File: config.mk
export PLATFORM = sky130hd
export DESIGN_NAME = eespfal_lane_sequencer
export DESIGN_NICKNAME = d
export VERILOG_FILES = /design/src/rtl/eespfal_lane_sequencer.sv
export SDC_FILE = /design/constraint.sdc
export NUM_CORES = 1
export LEC_CHECK = 0
export CAP_MARGIN = 20
export CELL_PAD_IN_SITES_DETAIL_PLACEMENT = 1
export CELL_PAD_IN_SITES_GLOBAL_PLACEMENT = 2
export CORE_ASPECT_RATIO = 1.5
export CORE_MARGIN = 2
export CORE_UTILIZATION = 30
export DETAILED_ROUTE_END_ITERATION = 10
export DONT_BUFFER_PORTS = 1
export HOLD_SLACK_MARGIN = 0.15
export PLACE_DENSITY_LB_ADDON = 0.1
export SYNTH_ARGS = -nofsm -noshare
export SYNTH_HDL_FRONTEND = slang
export SYNTH_SLANG_ARGS = --single-unit
File: constraint.sdc
create_clock -name clk -period 4.7 [get_ports clk]
set_clock_uncertainty 0.1 [all_clocks]
set_input_delay 0.94 -clock clk [delete_from_list [all_inputs] [get_ports clk]]
set_output_delay 0.94 -clock clk [all_outputs]
set_load 0.03 [all_outputs]
File: src/rtl/eespfal_lane_sequencer.sv
// EESPFAL lane sequencer: accepts x/k over valid/ready, drives the dual-rail operands,
// the 4-phase adiabatic clock and discharge enables of one lane, then samples s/s_bar
// into a held response. One transaction in flight at a time.
// Optional feature: define EESPFAL_RAIL_CHECK_EN to flag any result bit with s == s_bar.
module eespfal_lane_sequencer #(
  parameter int unsigned bits         = 4,
  parameter int unsigned BIT_SIZE     = 64,
  parameter int unsigned PHASE_CYCLES = 4
) (
  input  logic                clk,
  input  logic                rst_n,
  input  logic                in_valid,
  output logic                in_ready,
  input  logic [BIT_SIZE-1:0] in_x,
  input  logic [BIT_SIZE-1:0] in_k,
  output logic                out_valid,
  input  logic                out_ready,
  output logic [BIT_SIZE-1:0] out_s,
  output logic                out_err,
  output logic [bits-1:0]     lane_clk,
  output logic [bits-1:0]     lane_dis,
  output logic                lane_dis_phase,
  output logic [BIT_SIZE-1:0] lane_x,
  output logic [BIT_SIZE-1:0] lane_x_bar,
  output logic [BIT_SIZE-1:0] lane_k,
  output logic [BIT_SIZE-1:0] lane_k_bar,
  input  logic [BIT_SIZE-1:0] lane_s,
  input  logic [BIT_SIZE-1:0] lane_s_bar
);

  localparam int unsigned CntW = (PHASE_CYCLES > 1) ? $clog2(PHASE_CYCLES) : 1;
  localparam logic [CntW-1:0] CntLast = CntW'(PHASE_CYCLES - 1);

  typedef enum logic [2:0] {
    StIdle, StPre, StStep0, StStep1, StStep2, StStep3, StStep4, StResp
  } state_e;

  state_e              state_q, state_d;
  logic [CntW-1:0]     cnt_q, cnt_d;
  logic [BIT_SIZE-1:0] x_q, x_d, k_q, k_d;
  logic [BIT_SIZE-1:0] out_s_q, out_s_d;
  logic                out_valid_q, out_valid_d;
  logic                sample;
  logic                last_cycle;

  logic [bits-1:0]     clk_d, dis_d;
  logic                dis_phase_d;

  assign last_cycle = (cnt_q == CntLast);
  assign in_ready   = (state_q == StIdle);
  assign out_valid  = out_valid_q;
  assign out_s      = out_s_q;

  // Sequencer next-state: step counter, operand capture, result sample, response handshake.
  always_comb begin
    state_d     = state_q;
    cnt_d       = '0;
    x_d         = x_q;
    k_d         = k_q;
    out_s_d     = out_s_q;
    out_valid_d = out_valid_q;
    sample      = 1'b0;
    unique case (state_q)
      StIdle: begin
        if (in_valid) begin
          x_d     = in_x;
          k_d     = in_k;
          state_d = StPre;
        end
      end
      StPre, StStep0, StStep1, StStep2, StStep3: begin
        if (last_cycle) state_d = state_e'(state_q + 3'd1);
        else            cnt_d   = cnt_q + 1'b1;
      end
      StStep4: begin
        if (last_cycle) begin
          sample  = 1'b1;
          out_s_d = lane_s;
          state_d = StResp;
        end else begin
          cnt_d = cnt_q + 1'b1;
        end
      end
      StResp: begin
        // out_valid comes up the cycle after entering RESP and stays until consumed.
        out_valid_d = 1'b1;
        if (out_valid_q && out_ready) begin
          out_valid_d = 1'b0;
          state_d     = StIdle;
        end
      end
      default: state_d = StIdle;
    endcase
  end

  // Lane control decoded from the next state so the registered lane pins switch with the FSM.
  always_comb begin
    clk_d       = '0;
    dis_d       = '0;
    dis_phase_d = 1'b1;
    unique case (state_d)
      StPre:   dis_d = bits'(4'b0001);
      StStep0: begin clk_d = bits'(4'b0001); dis_d = bits'(4'b0010); end
      StStep1: begin clk_d = bits'(4'b0011); dis_d = bits'(4'b0100); end
      StStep2: begin clk_d = bits'(4'b0110); dis_d = bits'(4'b1000); end
      StStep3: clk_d = bits'(4'b1100);
      StStep4: clk_d = bits'(4'b1000);
      default: dis_phase_d = 1'b0;
    endcase
  end

  // Sequencer state, operands and response registers.
  always_ff @(posedge clk or negedge rst_n) begin
    if (!rst_n) begin
      state_q     <= StIdle;
      cnt_q       <= '0;
      x_q         <= '0;
      k_q         <= '0;
      out_s_q     <= '0;
      out_valid_q <= 1'b0;
    end else begin
      state_q     <= state_d;
      cnt_q       <= cnt_d;
      x_q         <= x_d;
      k_q         <= k_d;
      out_s_q     <= out_s_d;
      out_valid_q <= out_valid_d;
    end
  end

  // Registered lane pins; every rail is null (0) outside PRE..STEP4 so x and x_bar never meet.
  always_ff @(posedge clk or negedge rst_n) begin
    if (!rst_n) begin
      lane_clk       <= '0;
      lane_dis       <= '0;
      lane_dis_phase <= 1'b0;
      lane_x         <= '0;
      lane_x_bar     <= '0;
      lane_k         <= '0;
      lane_k_bar     <= '0;
    end else begin
      lane_clk       <= clk_d;
      lane_dis       <= dis_d;
      lane_dis_phase <= dis_phase_d;
      lane_x         <= dis_phase_d ? x_d  : '0;
      lane_x_bar     <= dis_phase_d ? ~x_d : '0;
      lane_k         <= dis_phase_d ? k_d  : '0;
      lane_k_bar     <= dis_phase_d ? ~k_d : '0;
    end
  end

`ifdef EESPFAL_RAIL_CHECK_EN
  logic err_q;

  // Any bit with equal rails at the sample point is a dual-rail violation.
  always_ff @(posedge clk or negedge rst_n) begin
    if (!rst_n)      err_q <= 1'b0;
    else if (sample) err_q <= |(~(lane_s ^ lane_s_bar));
  end

  assign out_err = err_q;
`else
  logic unused_rail;

  // The complement rail is only needed by the checker.
  assign unused_rail = sample ^ (^lane_s_bar);
  assign out_err     = 1'b0;
`endif

endmodule

==> results by group, run 1 <==
Power and ir drop
  – Power per Cell Area: 935 nW/um^2
  – Total Power: between 15 and 20 mW
  – Maximum VDD drop: 1160 uV
  – LEAKAGE: 8.07 nW

Drt
  – # DRC: 0
  – Drt initial violations: 273
  – Via count: 7824
  – WL/cell: 24.0 um
  – Antenna Nets Post-Route: 0
  – Routed WL: between 40000 and 50000 um
  – Vias per cell: about 4.5
  – TritonRoute pass-1 iters: 4

CTS
  – Cts repair resizes: 0
  – Htree depth: 2
  – Worst-path clk slew: 60 ps
  – Clk buf depth: 3
  – Clk sinks: roughly 460
  – Postcts setup bufs: 0
  – Clock Latency Late Sink: approximately 570 ps
  – Root Buffer: clkbuf_16
  – CTS tree: done
  – Cts bufs inserted: 45

Critical path
  – CP max FO: 128
  – Crit path arrival time: 3940 ps
  – CP Class: flip-flop to flip-flop
  – CP Cell Sequence: inv_1, ha_1, or3_1, a21oi_2, nor2_1, a21oi_2, inv_2, or3_4, mux2i_4, buf_12, nor2_1
  – Crit-path slowest cell: buf_12
  – WP data required: 5010 ps
  – Crit end category: flip-flop
  – Startpoint Class: flip-flop
  – Max incr delay on CP: 550 ps

Final layout
  – Most common cell after layout, fill and taps aside: dfrtp_1
  – Most frequent cells in the layout: dfrtp_1, mux2_2, nor2_1
  – Nets: around 1300
  – Syn-to-layout area delta: 14.2%
  – Layout cells sized above 1: between 20% and 30%

Logic synthesis
  – FF+latch count, synth: 463
  – Dominant synthesized flop cell: dfrtp_1
  – Mapped Area: between 15000 and 20000 um^2
  – Syn. warnings: 0
  – Post-synthesis cell type count: 37
  – Post-Synthesis Cells: 1021
  – Syn avg cell area: 15.4 um^2
  – Post-synth ARST share: 100%
  – Sequential-to-total area share from yosys stat: 73.9%
  – Post-synth EDFFs: 0
  – Mapped Nets: 1288

STA
  – Final setup viols: 0
  – Highest Clock Rate: 275 MHz
  – Final hold violation count: 10
  – Setup Total Neg Slack: 0 ps
  – Fin crit period: 3630 ps
  – RSZ-0062 raised after global routing: false
  – Slew Limit Headroom: 35.7%
  – Final WS setup: 1070 ps
  – Slew @ Worst Pin: 963 ps
  – Tcrit/Tclk final: between 70% and 80%
  – Worst hold slack: -25.1 ps
  – Slew Limit Fails: 0

Floorplan
  – Core ar.: 51700 um^2
  – # rows: 102
  – Io pins: just under 600
  – Die Y: 284 um
  – Die X: roughly 190 um
  – Die ar.: 54100 um^2
  – Initial core utilization: 30.3%

Global routing
  – GR Overflow Total: 0
  – First-pass GRT wire length: roughly 60000 um
  – Initial antenna violation count: 13
  – GRT Total Usage: between 10% and 20%
  – Largest net degree at the start of global routing: 464
  – Vias in the first global route: 8591

Placed design
  – Post-DP HPWL: 27700 um
  – Dpl ws: 990 ps
  – Input/output buffers: 0
  – RePlAce Congestion: 0.732

Hold path
  – Hold Path Class: input port to asynchronous set/reset pin

Run status
  – Failing checks: hold timing
  – Status: finished with violations

Job
  – Maxcap violations: 0
[cell type report]
class                   instances  area [um^2]
fillers                      5313        33800
well taps                     676          846
clock buffers                  70         1390
multi-input cells             498         3840
repair buffers                  7         90.1
clock inverters                13         98.8
flip-flops and latches        463        11600
inverters                       9         38.8
diodes                          2         5.00
[where the power goes]
part / internal, mW / switching [mW] / total (mW)
sequential: 5.73 / 2.95 / 8.68
clock: 2.09 / 1.53 / 3.62
combinational: 1.80 / 2.64 / 4.44
total: 9.62 / 7.12 / 16.7
[registers in the layout, summed over array words and instances, names as in the netlist]
register,flops
out_s,64
out_valid,1
state_q,3
cnt_q,2
lane_clk,4
lane_k,64
lane_dis_phase,1
lane_x_bar,64
x_q,64
lane_x,64
k_q,64
lane_k_bar,64
lane_dis,4
[metrics by stage]
step / instances / hold slack [ps] / utilization, % / area [um^2]
2_1_floorplan: 1021 / 311 / - / 15700
3_3_place_gp: 1653 / 326 / 31.7 / 16400
3_5_place_dp: 1653 / 335 / 31.7 / 16400
4_1_cts: 1736 / -62.7 / 34.6 / 17900
5_1_grt: 1737 / -61.1 / 34.6 / 17900
6_report: 1738 / -25.1 / 34.6 / 17900
[critical path, delay by kind of cell (launching register included)]
family,cells,cell delay (ps)
mux,1,250
buf+inv,3,800
flops,1,460
simple gates,4,990
compound gates,2,470
fa+ha+maj,1,310
[routing by layer]
| metal | global-route usage [%] | up-vias | wire length, um |
|---|---|---|---|
| li1 | - | 3302 | - |
| met1 | 15.2 | 4069 | 13900 |
| met2 | 28.1 | 367 | 22400 |
| met3 | 6.60 | 70 | 4260 |
| met4 | 4.59 | 16 | 1010 |
| met5 | 0 | - | 109 |
[path summary, 6_finish.rpt]
| kind | from | endpoint | slack, ps | cells after the start |
|---|---|---|---|---|
| max | state_q[0]$_DFF_PN0_ | lane_x_bar[6]$_DFF_PN0_ | 1070 | 11 |
| min | rst_n | out_s[3]$_DFFE_PN0P_ | -30 | 0 |
| max reg2reg | state_q[0]$_DFF_PN0_ | lane_x_bar[6]$_DFF_PN0_ | 1070 | 11 |
| min reg2reg | cnt_q[0]$_DFF_PN0_ | cnt_q[0]$_DFF_PN0_ | 340 | 1 |
| max in group asynchronous | rst_n | x_q[52]$_DFF_PN0_ | 3830 | 0 |
| min in group clk | cnt_q[0]$_DFF_PN0_ | cnt_q[0]$_DFF_PN0_ | 340 | 1 |
[cells by family (layout without fill, tap and decap cells)]
logic type	count (synthesis)	after routing	synth area share, %
other	1	3	0.0239
buffers and inverters	60	99	1.68
AO/OA/AOI/OAI	17	17	0.838
AND/OR/NAND/NOR	277	277	8.87
adder cells (fa/ha/maj)	7	7	0.559
flip-flops	463	463	73.9
XOR/XNOR	1	1	0.0559
multiplexers	195	195	14.1
[cell usage after synthesis (2+ instances only)]
library cell	n	area (um^2)
or4_1	2	15.0
a21oi_2	2	17.5
nor2_1	134	503
o21a_1	2	15.0
mux2_2	192	2160
clkbuf_1	22	82.6
o22ai_1	2	12.5
buf_2	28	140
nand2_1	5	18.8
and2_1	129	807
inv_1	6	22.5
dfrtp_1	463	11600
ha_1	7	87.6
inv_2	3	11.3
o21ai_0	2	10.0
Note: power is estimated with default switching activity, not from simulation.
==> inputs of run 2 (changes only) <==
==> constraint.sdc (replaced) <==
create_clock -name clk -period 3.5 [get_ports clk]
set_clock_uncertainty 0.1 [all_clocks]
set_input_delay 0.7 -clock clk [delete_from_list [all_inputs] [get_ports clk]]
set_output_delay 0.7 -clock clk [all_outputs]
set_load 0.03 [all_outputs]
==> results by group, run 2 (synthesized netlist as in run 1, its figures left out) <==
Run status
  – Status: finished with violations
  – Failing checks: hold timing

CTS
  – Root Buffer: clkbuf_16
  – Htree depth: 2
  – Clock Latency Late Sink: 540 ps
  – Worst-path clk slew: 60 ps
  – Cts bufs inserted: 46
  – Clk buf depth: 3
  – Clk sinks: roughly 460
  – CTS tree: done

Floorplan
  – Initial core utilization: 30.3%
  – Io pins: just under 600
  – # rows: 102
  – Die ar.: about 54000 um^2
  – Die X: 191 um
  – Core ar.: 51700 um^2
  – Die Y: roughly 280 um

Global routing
  – Initial antenna violation count: 15
  – GRT Total Usage: ~15%
  – Vias in the first global route: 8854
  – GR Overflow Total: 0
  – First-pass GRT wire length: 61300 um
  – Largest net degree at the start of global routing: 464

Power and ir drop
  – Maximum VDD drop: 624 uV
  – Power per Cell Area: between 1000 and 1500 nW/um^2
  – LEAKAGE: around 8.2 nW

Critical path
  – Crit end category: flip-flop
  – Worst Setup SP: state_q[0]$_DFF_PN0_
  – WP data required: 3880 ps
  – CP Cell Sequence: inv_1, ha_1, mux2_1, or4_1, o31ai_2, inv_2, mux2i_4, inv_4, buf_12, and2_1
  – Max incr delay on CP: about 460 ps
  – FF-to-FF End: lane_x[43]$_DFF_PN0_
  – Crit path arrival time: between 3000 and 4000 ps
  – Crit-path slowest cell: dfrtp_1
  – CP max FO: 44
  – Startpoint Class: flip-flop
  – Reg2reg path depth: 10
  – Worst r2r src: state_q[0]$_DFF_PN0_
  – CP Class: flip-flop to flip-flop
  – R2r setup slk: 280 ps

Placed design
  – Dpl ws: 34.2 ps
  – Input/output buffers: 0
  – RePlAce Congestion: 0.721
  – Post-DP Area: ~17000 um^2
  – Post-DP HPWL: 29200 um
  – Cells after DPL: roughly 1700

Final layout
  – Layout cells sized above 1: between 20% and 30%
  – Syn-to-layout area delta: 15.6%
  – Post-route insts no fill: 1756
  – Nets: 1314
  – Most common cell after layout, fill and taps aside: dfrtp_1
  – Filler instances: approximately 5300
  – Most frequent cells in the layout: dfrtp_1, mux2_2, nor2_1
  – Post-route cell area: 18100 um^2

STA
  – RSZ-0062 raised after global routing: false
  – Slew Limit Headroom: 1.81%
  – Final hold violation count: about 290
  – Setup Total Neg Slack: 0 ps
  – Worst hold slack: -247 ps
  – Final WS setup: between 200 and 300 ps
  – Tcrit/Tclk final: between 90 and 100%
  – Fin crit period: 3220 ps
  – Highest Clock Rate: a little over 300 MHz
  – Slew @ Worst Pin: about 1500 ps
  – Final setup viols: 0
  – Slew Limit Fails: 0

Drt
  – WL/cell: 24.3 um
  – Vias per cell: approximately 4.5
  – TritonRoute pass-1 iters: 4
  – # DRC: 0
  – Via count: 7950
  – Antenna Nets Post-Route: 0
  – Routed WL: 42700 um
  – Drt initial violations: 246

Hold path
  – Hold Path Class: input port to asynchronous set/reset pin

Job
  – Maxcap violations: 0
[run 2: cell count changes in the layout (fill, tap and decap cells not counted), sizes merged]
cell	delta
buf	+21
clkinv	-6
diode	+3
clkbuf	+2
clkinvlp	-2
[run 2: critical path, delay by kind of cell, from the launching register on]
kind | cells | cell delay [ps]
simple gates | 2 | 630
fa+ha+maj | 1 | 250
mux | 2 | 570
compound gates | 1 | 280
flops | 1 | 460
buf+inv | 4 | 820
[run 2: report_power, final]
| part | internal, mW | switching, mW |
|---|---|---|
| clock | 2.76 | 2.00 |
| sequential | 7.69 | 3.97 |
| combinational | 2.93 | 3.74 |
[run 2: per-stage QoR]
| stage | utilization [%] | total power [mW] | hold WS, ps |
|---|---|---|---|
| finish | 35.1 | 23.1 | -247 |
| detailed placement | 32.1 | 18.6 | 314 |
| CTS | 34.9 | 23.4 | -284 |
| global placement | 32.1 | 18.4 | 314 |
| global route | 35.0 | 24.6 | -287 |
| floorplan | - | 15.7 | 304 |
[run 2: metal layers]
metal	track usage, %	wire [um]	part of all wire, %	up-vias
met5	0	78	0.18	-
met2	28.1	22700	53	384
met3	6.81	4550	11	90
met4	6.22	1480	3.5	12
li1	-	-	-	3350
met1	14.8	13800	32	4114
[run 2: cell type report]
class / count / area, um^2 / area share (%)
clock inverters: 5 / 53.8 / 0.297
multi-input cells: 498 / 3840 / 21.2
flip-flops and latches: 463 / 11600 / 63.9
clock buffers: 71 / 1380 / 7.60
well taps: 676 / 846 / 4.67
diodes: 5 / 12.5 / 0.0691
repair buffers: 29 / 368 / 2.03
inverters: 9 / 36.3 / 0.200
[run 2: timing repair]
item,4_1_cts,5_1_grt
endpoints found under the setup margin,0,164
setup buffers,0,4
endpoints found under the hold margin,463,463
resized for setup,0,1
[run 2: worst max path at each step]
stage | end | slack, ps | cells past startpoint
6_report | lane_x[43]$_DFF_PN0_ | 280 | 10
5_1_grt | lane_x[43]$_DFF_PN0_ | 100 | 10
4_1_cts | lane_x[43]$_DFF_PN0_ | 20 | 12
3_5_place_dp | lane_x[32]$_DFF_PN0_ | 30 | 12
3_3_place_gp | lane_x[10]$_DFF_PN0_ | 90 | 12
2_1_floorplan | lane_k[0]$_DFF_PN0_ | 670 | 13
